File: config.mk
export PLATFORM = sky130hd
export DESIGN_NAME = latch_wr_sched
export DESIGN_NICKNAME = d
export VERILOG_FILES = /design/src/rtl/latch_wr_sched.sv
export SDC_FILE = /design/constraint.sdc
export NUM_CORES = 1
export LEC_CHECK = 0
export ABC_AREA = 1
export BUFFER_PORTS_ARGS = -buffer_cell sky130_fd_sc_hd__buf_2
export CAP_MARGIN = 20
export CORE_AREA = 2 2 60 62
export DETAILED_ROUTE_END_ITERATION = 16
export DIE_AREA = 0 0 62 64
export PLACE_DENSITY = 0.65
export SETUP_SLACK_MARGIN = 0.15
export SLEW_MARGIN = 20
export SYNTH_ARGS = -nofsm -noshare
export SYNTH_HDL_FRONTEND = slang
export SYNTH_SLANG_ARGS = --single-unit
File: constraint.sdc
create_clock -name clk -period 1.4 [get_ports clk]
set_input_delay 0.35 -clock clk [delete_from_list [all_inputs] [get_ports clk]]
set_output_delay 0.35 -clock clk [all_outputs]
set_load 0.05 [all_outputs]
File: src/rtl/latch_wr_sched.sv
// Write-port scheduler for a bank of level-sensitive latches: round-robin
// arbitration between two requesters, then a SETUP -> PULSE -> HOLD enable sequence.
module latch_wr_sched #(
    parameter int NUM_ENTRY = 8,
    parameter int AW        = 3,
    parameter int DW        = 8,
    parameter int SETUP_CYC = 1,
    parameter int PULSE_CYC = 1,
    parameter int HOLD_CYC  = 1
) (
    input  logic                 clk,
    input  logic                 rst,
    input  logic                 req0_valid,
    input  logic [AW-1:0]        req0_addr,
    input  logic [DW-1:0]        req0_data,
    output logic                 req0_ready,
    input  logic                 req1_valid,
    input  logic [AW-1:0]        req1_addr,
    input  logic [DW-1:0]        req1_data,
    output logic                 req1_ready,
    output logic [NUM_ENTRY-1:0] lat_en,
    output logic [DW-1:0]        lat_data,
    output logic                 busy,
    output logic                 done,
    output logic                 err,
    output logic                 grant_id
);

    localparam int MAXSP = (SETUP_CYC > PULSE_CYC) ? SETUP_CYC : PULSE_CYC;
    localparam int MAXC  = (MAXSP > HOLD_CYC) ? MAXSP : HOLD_CYC;
    localparam int CW    = $clog2(MAXC + 1);

    typedef enum logic [1:0] {
        IDLE,
        SETUP,
        PULSE,
        HOLD
    } state_t;

    state_t               state;
    logic [CW-1:0]        cnt;
    logic                 rr;
    logic [AW-1:0]        cap_addr;
    logic                 cap_oor;

    logic                 any_valid;
    logic                 win;
    logic [AW-1:0]        win_addr;
    logic [DW-1:0]        win_data;
    logic                 win_oor;
    logic [NUM_ENTRY-1:0] onehot;

    // Arbitration: a lone requester always wins; on contention the rr pointer decides.
    always_comb begin
        any_valid = req0_valid | req1_valid;
        win       = 1'b0;
        if (req0_valid && req1_valid) begin
            win = rr;
        end else begin
            win = req1_valid;
        end
        win_addr   = win ? req1_addr : req0_addr;
        win_data   = win ? req1_data : req0_data;
        win_oor    = 32'(win_addr) >= 32'(NUM_ENTRY);
        req0_ready = (state == IDLE) && req0_valid && !win;
        req1_ready = (state == IDLE) && req1_valid && win;
    end

    // Out-of-range captured addresses decode to all-zero, so no latch ever opens.
    always_comb begin
        onehot = '0;
        for (int unsigned i = 0; i < NUM_ENTRY; i++) begin
            onehot[i] = (32'(cap_addr) == i);
        end
    end

    always_ff @(posedge clk or posedge rst) begin
        if (rst) begin
            state    <= IDLE;
            cnt      <= '0;
            rr       <= 1'b0;
            cap_addr <= '0;
            cap_oor  <= 1'b0;
            lat_en   <= '0;
            lat_data <= '0;
            busy     <= 1'b0;
            done     <= 1'b0;
            err      <= 1'b0;
            grant_id <= 1'b0;
        end else begin
            done <= 1'b0;
            err  <= 1'b0;
            case (state)
                IDLE: begin
                    if (any_valid) begin
                        cap_addr <= win_addr;
                        cap_oor  <= win_oor;
                        lat_data <= win_data;
                        grant_id <= win;
                        rr       <= ~win;
                        busy     <= 1'b1;
                        cnt      <= '0;
                        state    <= SETUP;
                    end
                end
                SETUP: begin
                    if (cnt == CW'(SETUP_CYC - 1)) begin
                        cnt    <= '0;
                        lat_en <= onehot;
                        state  <= PULSE;
                    end else begin
                        cnt <= cnt + 1'b1;
                    end
                end
                PULSE: begin
                    if (cnt == CW'(PULSE_CYC - 1)) begin
                        cnt    <= '0;
                        lat_en <= '0;
                        state  <= HOLD;
                    end else begin
                        cnt <= cnt + 1'b1;
                    end
                end
                HOLD: begin
                    if (cnt == CW'(HOLD_CYC - 1)) begin
                        cnt   <= '0;
                        busy  <= 1'b0;
                        done  <= 1'b1;
                        err   <= cap_oor;
                        state <= IDLE;
                    end else begin
                        cnt <= cnt + 1'b1;
                    end
                end
                default: begin
                    lat_en <= '0;
                    state  <= IDLE;
                end
            endcase
        end
    end

endmodule
# After elaboration in Yosys (flattened, before gate mapping)
# Index checks and enable logic that the tools add are counted.
word_totals:
  register_bits: 26
  in_bits: 26
  output_inout_bits: 22
  wordCells: 60
op_classes:
  addsub: 1
  n_eq_ne: 14
  muxes: 19
  bitwise_logic: 2
  n_reduce_logical: 15
ops:
  columns: ["cell", "count"]
  rows:
  - ["8-bit two-way mux", 3]
  - ["8-bit case mux with 2 select lines", 1]
  - ["3-bit == test (second input constant)", 4]
  - ["2-bit two-way mux", 4]
  - ["2-bit inequality test (second input constant)", 4]
  - ["2-bit case mux with 4 select lines", 1]
  - ["1-bit two-way mux", 7]
  - ["3-bit by 2-bit == test with 1-bit output (second input constant)", 2]
  - ["3-bit AND reduction", 2]
  - ["1-bit logical AND", 5]
  - ["2-bit == test (second input constant)", 2]
  - ["1-bit case mux with 2 select lines", 2]
  - ["4-bit AND reduction", 1]
  - ["2-bit nonzero test", 2]
  - ["3-bit by 1-bit == test with 1-bit output (second input constant)", 1]
  - ["3-bit zero test", 1]
  - ["3-bit two-way mux", 1]
  - ["3-bit OR reduction", 1]
  - ["2-bit by 1-bit == test with 1-bit output (second input constant)", 1]
  - ["2-bit zero test", 1]
  - ["2-bit AND reduction", 1]
  - ["1-bit adder (second input constant)", 1]
  - ["1-bit zero test", 1]
  - ["1-bit NOT", 1]
  - ["1-bit OR", 1]

# Depth between registers and ports, before layout
depth:
  word_depth: 4
  mapped_depth: 8
  ltp_nobuf: 7

# Worst setup path before layout
# OpenSTA, ideal clock, no wires.
synth_timing:
  path_type: "register to output"
  from: "reg state[0]"
  to: "out req1_ready"
  arrival_ps: 1348
  required_time_ps: 1050
  slack_ps: -298
  path_stages_with_launch: 5
  path_buffers: 0
  path_cell_list: "dfrtp_1 -> inv_1 -> ha_1 -> inv_1 -> nor2_1"
synth_between:
  elab_chain_cells: 3
synth_rtl:
  columns: ["item", "line", "text"]
  rows:
  - ["start: declaration", "40", "state_t state;"]
  - ["start signal: assignment", "79", "state <= IDLE;"]
  - ["start signal: assignment", "103", "state <= SETUP;"]
  - ["start signal: assignment", "110", "state <= PULSE;"]
  - ["2-bit zero test", "66", "req1_ready = (state == IDLE) && req1_valid && win;"]
  - ["1-bit logical AND (2 in series)", "66", null]
  - ["end: declaration", "20", "output logic req1_ready,"]
# No other way between the ends.

# Worst setup path after layout
layout_timing:
  from: "reg state[0]"
  to: "out req0_ready"
layout_between:
  elab_chain_cells: 3
layout_rtl:
  columns: ["item", "line", "text"]
  rows:
  - ["2-bit zero test", "65", "req0_ready = (state == IDLE) && req0_valid && !win;"]
  - ["1-bit logical AND (2 in series)", "65", null]
  - ["end: declaration", "16", "output logic req0_ready,"]
# No other way between the ends.

==> impl_metrics.py <==
metrics = {
    "run_status": {
        "outcome": "complete, but fails checks",
        "violations": "setup timing",
    },
    "floorplan": {
        "core_um2": 3280,
        "die_x_um": 62,
        "num_rows": 21,
        "design.portCount": 48,
        "fp.dieH_um": 64,
        "initial_core_util_pct": 38.4,
        "die-area_um2": 3970,
    },
    "timing": {
        "rsz0062_at_grt": "true",
        "tns_ns": -0.621,
        "fmax_ghz": 0.573,
        "finalMaxSlewViolations": 0,
        "post-route-period-util_pct": 125,
        "hold_violations": 0,
        "period_minus_slack_ns": 1.75,
        "final-setup-viol-count": 2,
        "hold_ws_ns": 0.0410,
        "fin_ws_ns": -0.347,
        "finalClockSkew_ns": 0.0127,
    },
    "global_route": {
        "grt.overflow.total": 0,
        "use_met1_pct": 20.2,
        "met3_usage_pct": 3.85,
        "grt_antenna_before_repair": 0,
        "use_met2_pct": 25.1,
        "grt_pass1_wl_um": 4690,
        "track_usage_pct": 15.5,
        "grt_max_degree": 26,
        "grt_pass1_vias": 1106,
        "busiest_layer": "met2",
    },
    "clocking": {
        "clk_latency_ns": 0.32,
        "cts_sinks": 25,
        "clk_pin_slew_ns": 0.14,
        "numCtsBuffers": 3,
        "cts_htree_levels": 1,
        "cts_tree": "done",
        "cts_buffer_depth": 2,
        "root_buffer": "clkbuf_4",
    },
    "yosys": {
        "ys_types": 17,
        "yosys-top-cells-area": "dfrtp_1 50%, nand2_1 13%, inv_1 12%",
        "synth_top_area_cell": "dfrtp_1",
        "syn_inst": 162,
        "synth_top_area_share_pct": 49.7,
        "netlist_area_um2": 1260,
        "ys_seq_area_share_pct": 49.7,
        "yosysWarningCount": 0,
        "syn_nets": 191,
        "avgSynthCellArea_um2": 7.78,
        "synth_seq_cells": 25,
    },
    "critical_path": {
        "critPathRequiredTime_ns": 1.05,
        "r2r_slack_ns": 0.07,
        "rr_worst_depth": 8,
        "r2r-end": "lat_data[2]",
        "r2r-start": "state[0]",
        "worstPathMaxFanout": 2,
        "critPathKind": "reg2out",
        "crit_path_end_kind": "primary output",
        "startpoint_type": "register",
        "arrival_ns": 1.40,
    },
    "routing": {
        "avgViaCountPerCell": 4.29,
        "drc": 0,
        "drt_iter0_drc": 13,
        "via_count": 1158,
        "ant_nets": 0,
        "drt_wl_total_um": 2830,
        "wl_per_cell_um": 10.5,
        "drtPass1Iterations": 4,
    },
    "power": {
        "p_seq_share_pct": 27.8,
        "ir_worst_vdd_mv": 1.25,
        "p_leak_uw": 0.00105,
        "power.internal_uw": 2370,
        "swShare_pct": 48.9,
        "power_frac_clock_pct": 6.9,
        "power.net_switching_uw": 2270,
        "p_per_area_nw_per_um2": 2500,
        "pwr-share-comb_pct": 65.2,
    },
    "placement": {
        "dpl.hpwl_um": 2030,
        "io_buffer_count": 46,
        "globalplace.congestion": 0.745,
    },
    "final_layout": {
        "drive_above_1_share_pct": 36.2,
        "n_antenna_cell": 0,
        "nNetsFinal": 254,
        "area_delta_synth_final_pct": 47.2,
    },
    "job": {
        "maxCapViolCount": 0,
    },
    "worst_hold_path": {
        "hold_class": "in2async",
    },
}
## registers in the layout, indices dropped and copies added, names as in the netlist
signal and flops:
busy 1, lat_data 8, grant_id 1, lat_en 8, done 1, rr 1, state 2, cap_addr 3
## cell families (layout without fill, tap and decap cells)
kind of cell,count (synthesis),after routing,synth area share [%]
simple gates,73,73,25.1
buf+inv,48,110,16.4
flops,25,25,49.7
compound gates,12,12,5.56
fa+ha+maj,3,3,2.98
other cells,1,1,0.298
## routing by layer
| layer | share of wire (%) | routed length [µm] |
|---|---|---|
| met1 | 45 | 1260 |
| met2 | 48 | 1360 |
| met3 | 6.5 | 184 |
| met4 | 0.50 | 14 |
| met5 | 0 | 0 |
## power by group through the flow
stage / sequential [µW] / combinational (µW) / clock (µW)
3_5_place_dp: 1240 / 2480 / 0
6_report: 1290 / 3030 / 322
3_3_place_gp: 1240 / 2440 / 0
5_1_grt: 1330 / 3280 / 362
4_1_cts: 1290 / 2890 / 335
2_1_floorplan: 2090 / 1040 / 0
## per-stage QoR
| step | setup WS (ns) | instance area [µm²] | cells | power (µW) | utilization [%] |
|---|---|---|---|---|---|
| 2_1_floorplan | -0.0314 | 1290 | 162 | 3140 | - |
| 3_3_place_gp | -0.0545 | 1590 | 256 | 3690 | 48.5 |
| 3_5_place_dp | -0.0722 | 1590 | 256 | 3720 | 48.5 |
| 4_1_cts | -0.344 | 1790 | 264 | 4520 | 54.6 |
| 5_1_grt | -0.409 | 1850 | 270 | 4970 | 56.5 |
| 6_report | -0.347 | 1850 | 270 | 4640 | 56.5 |
## synth_stat cells (all sizes together)
master and count:
o22ai 8, nand3b 1, nand2 43, nand3 23, a21oi 1, ha 3, dfrtp 25, conb 1
buf 7, o21ai 3, inv 41, nor2 6
## final cells by class
class	instances	area (µm²)
clock inverters	1	5.00
clock buffers	3	22.5
inverters	41	160
multi-input cells	89	463
fillers	317	1430
flip-flops and latches	25	626
repair buffers	65	520
well taps	46	57.6
## worst max-delay path, cell delays in order (launching register included)
cell and delay [ns]:
dfrtp_1 0.42, inv_2 0.08, ha_4 0.14, inv_4 0.05
nor2_4 0.08, nand2_2 0.08, clkinvlp_4 0.10, buf_8 0.15
## worst max-delay path by stage
stage          startpoint         end  depth (start not counted)
6_report         state[0]  req0_ready                          7
5_1_grt          state[0]  req0_ready                          7
4_1_cts          state[0]  req0_ready                          7
3_5_place_dp     state[1]  req0_ready                          7
3_3_place_gp     state[1]  req0_ready                          7
2_1_floorplan    state[1]  req0_ready                          6
## layout by cell type, fill, tap and decap left out, drive strengths merged
cell      instances
inv              40
ha                3
clkinvlp          1
nor2              6
o22ai             8
nand3            23
nand3b            1
o21ai             3
nand2            43
clkinv            1
dfrtp            25
buf              65
clkbuf            3
conb              1
a21oi             1
## what timing repair did
action                     in CTS  in global routing
buffers inserted                4                  6
pin swaps                       2                  2
setup endpoints to repair      32                 40
hold buffers                    0                  0
gates resized for setup        42                  5
No activity file was read; power rests on OpenSTA's default activity.
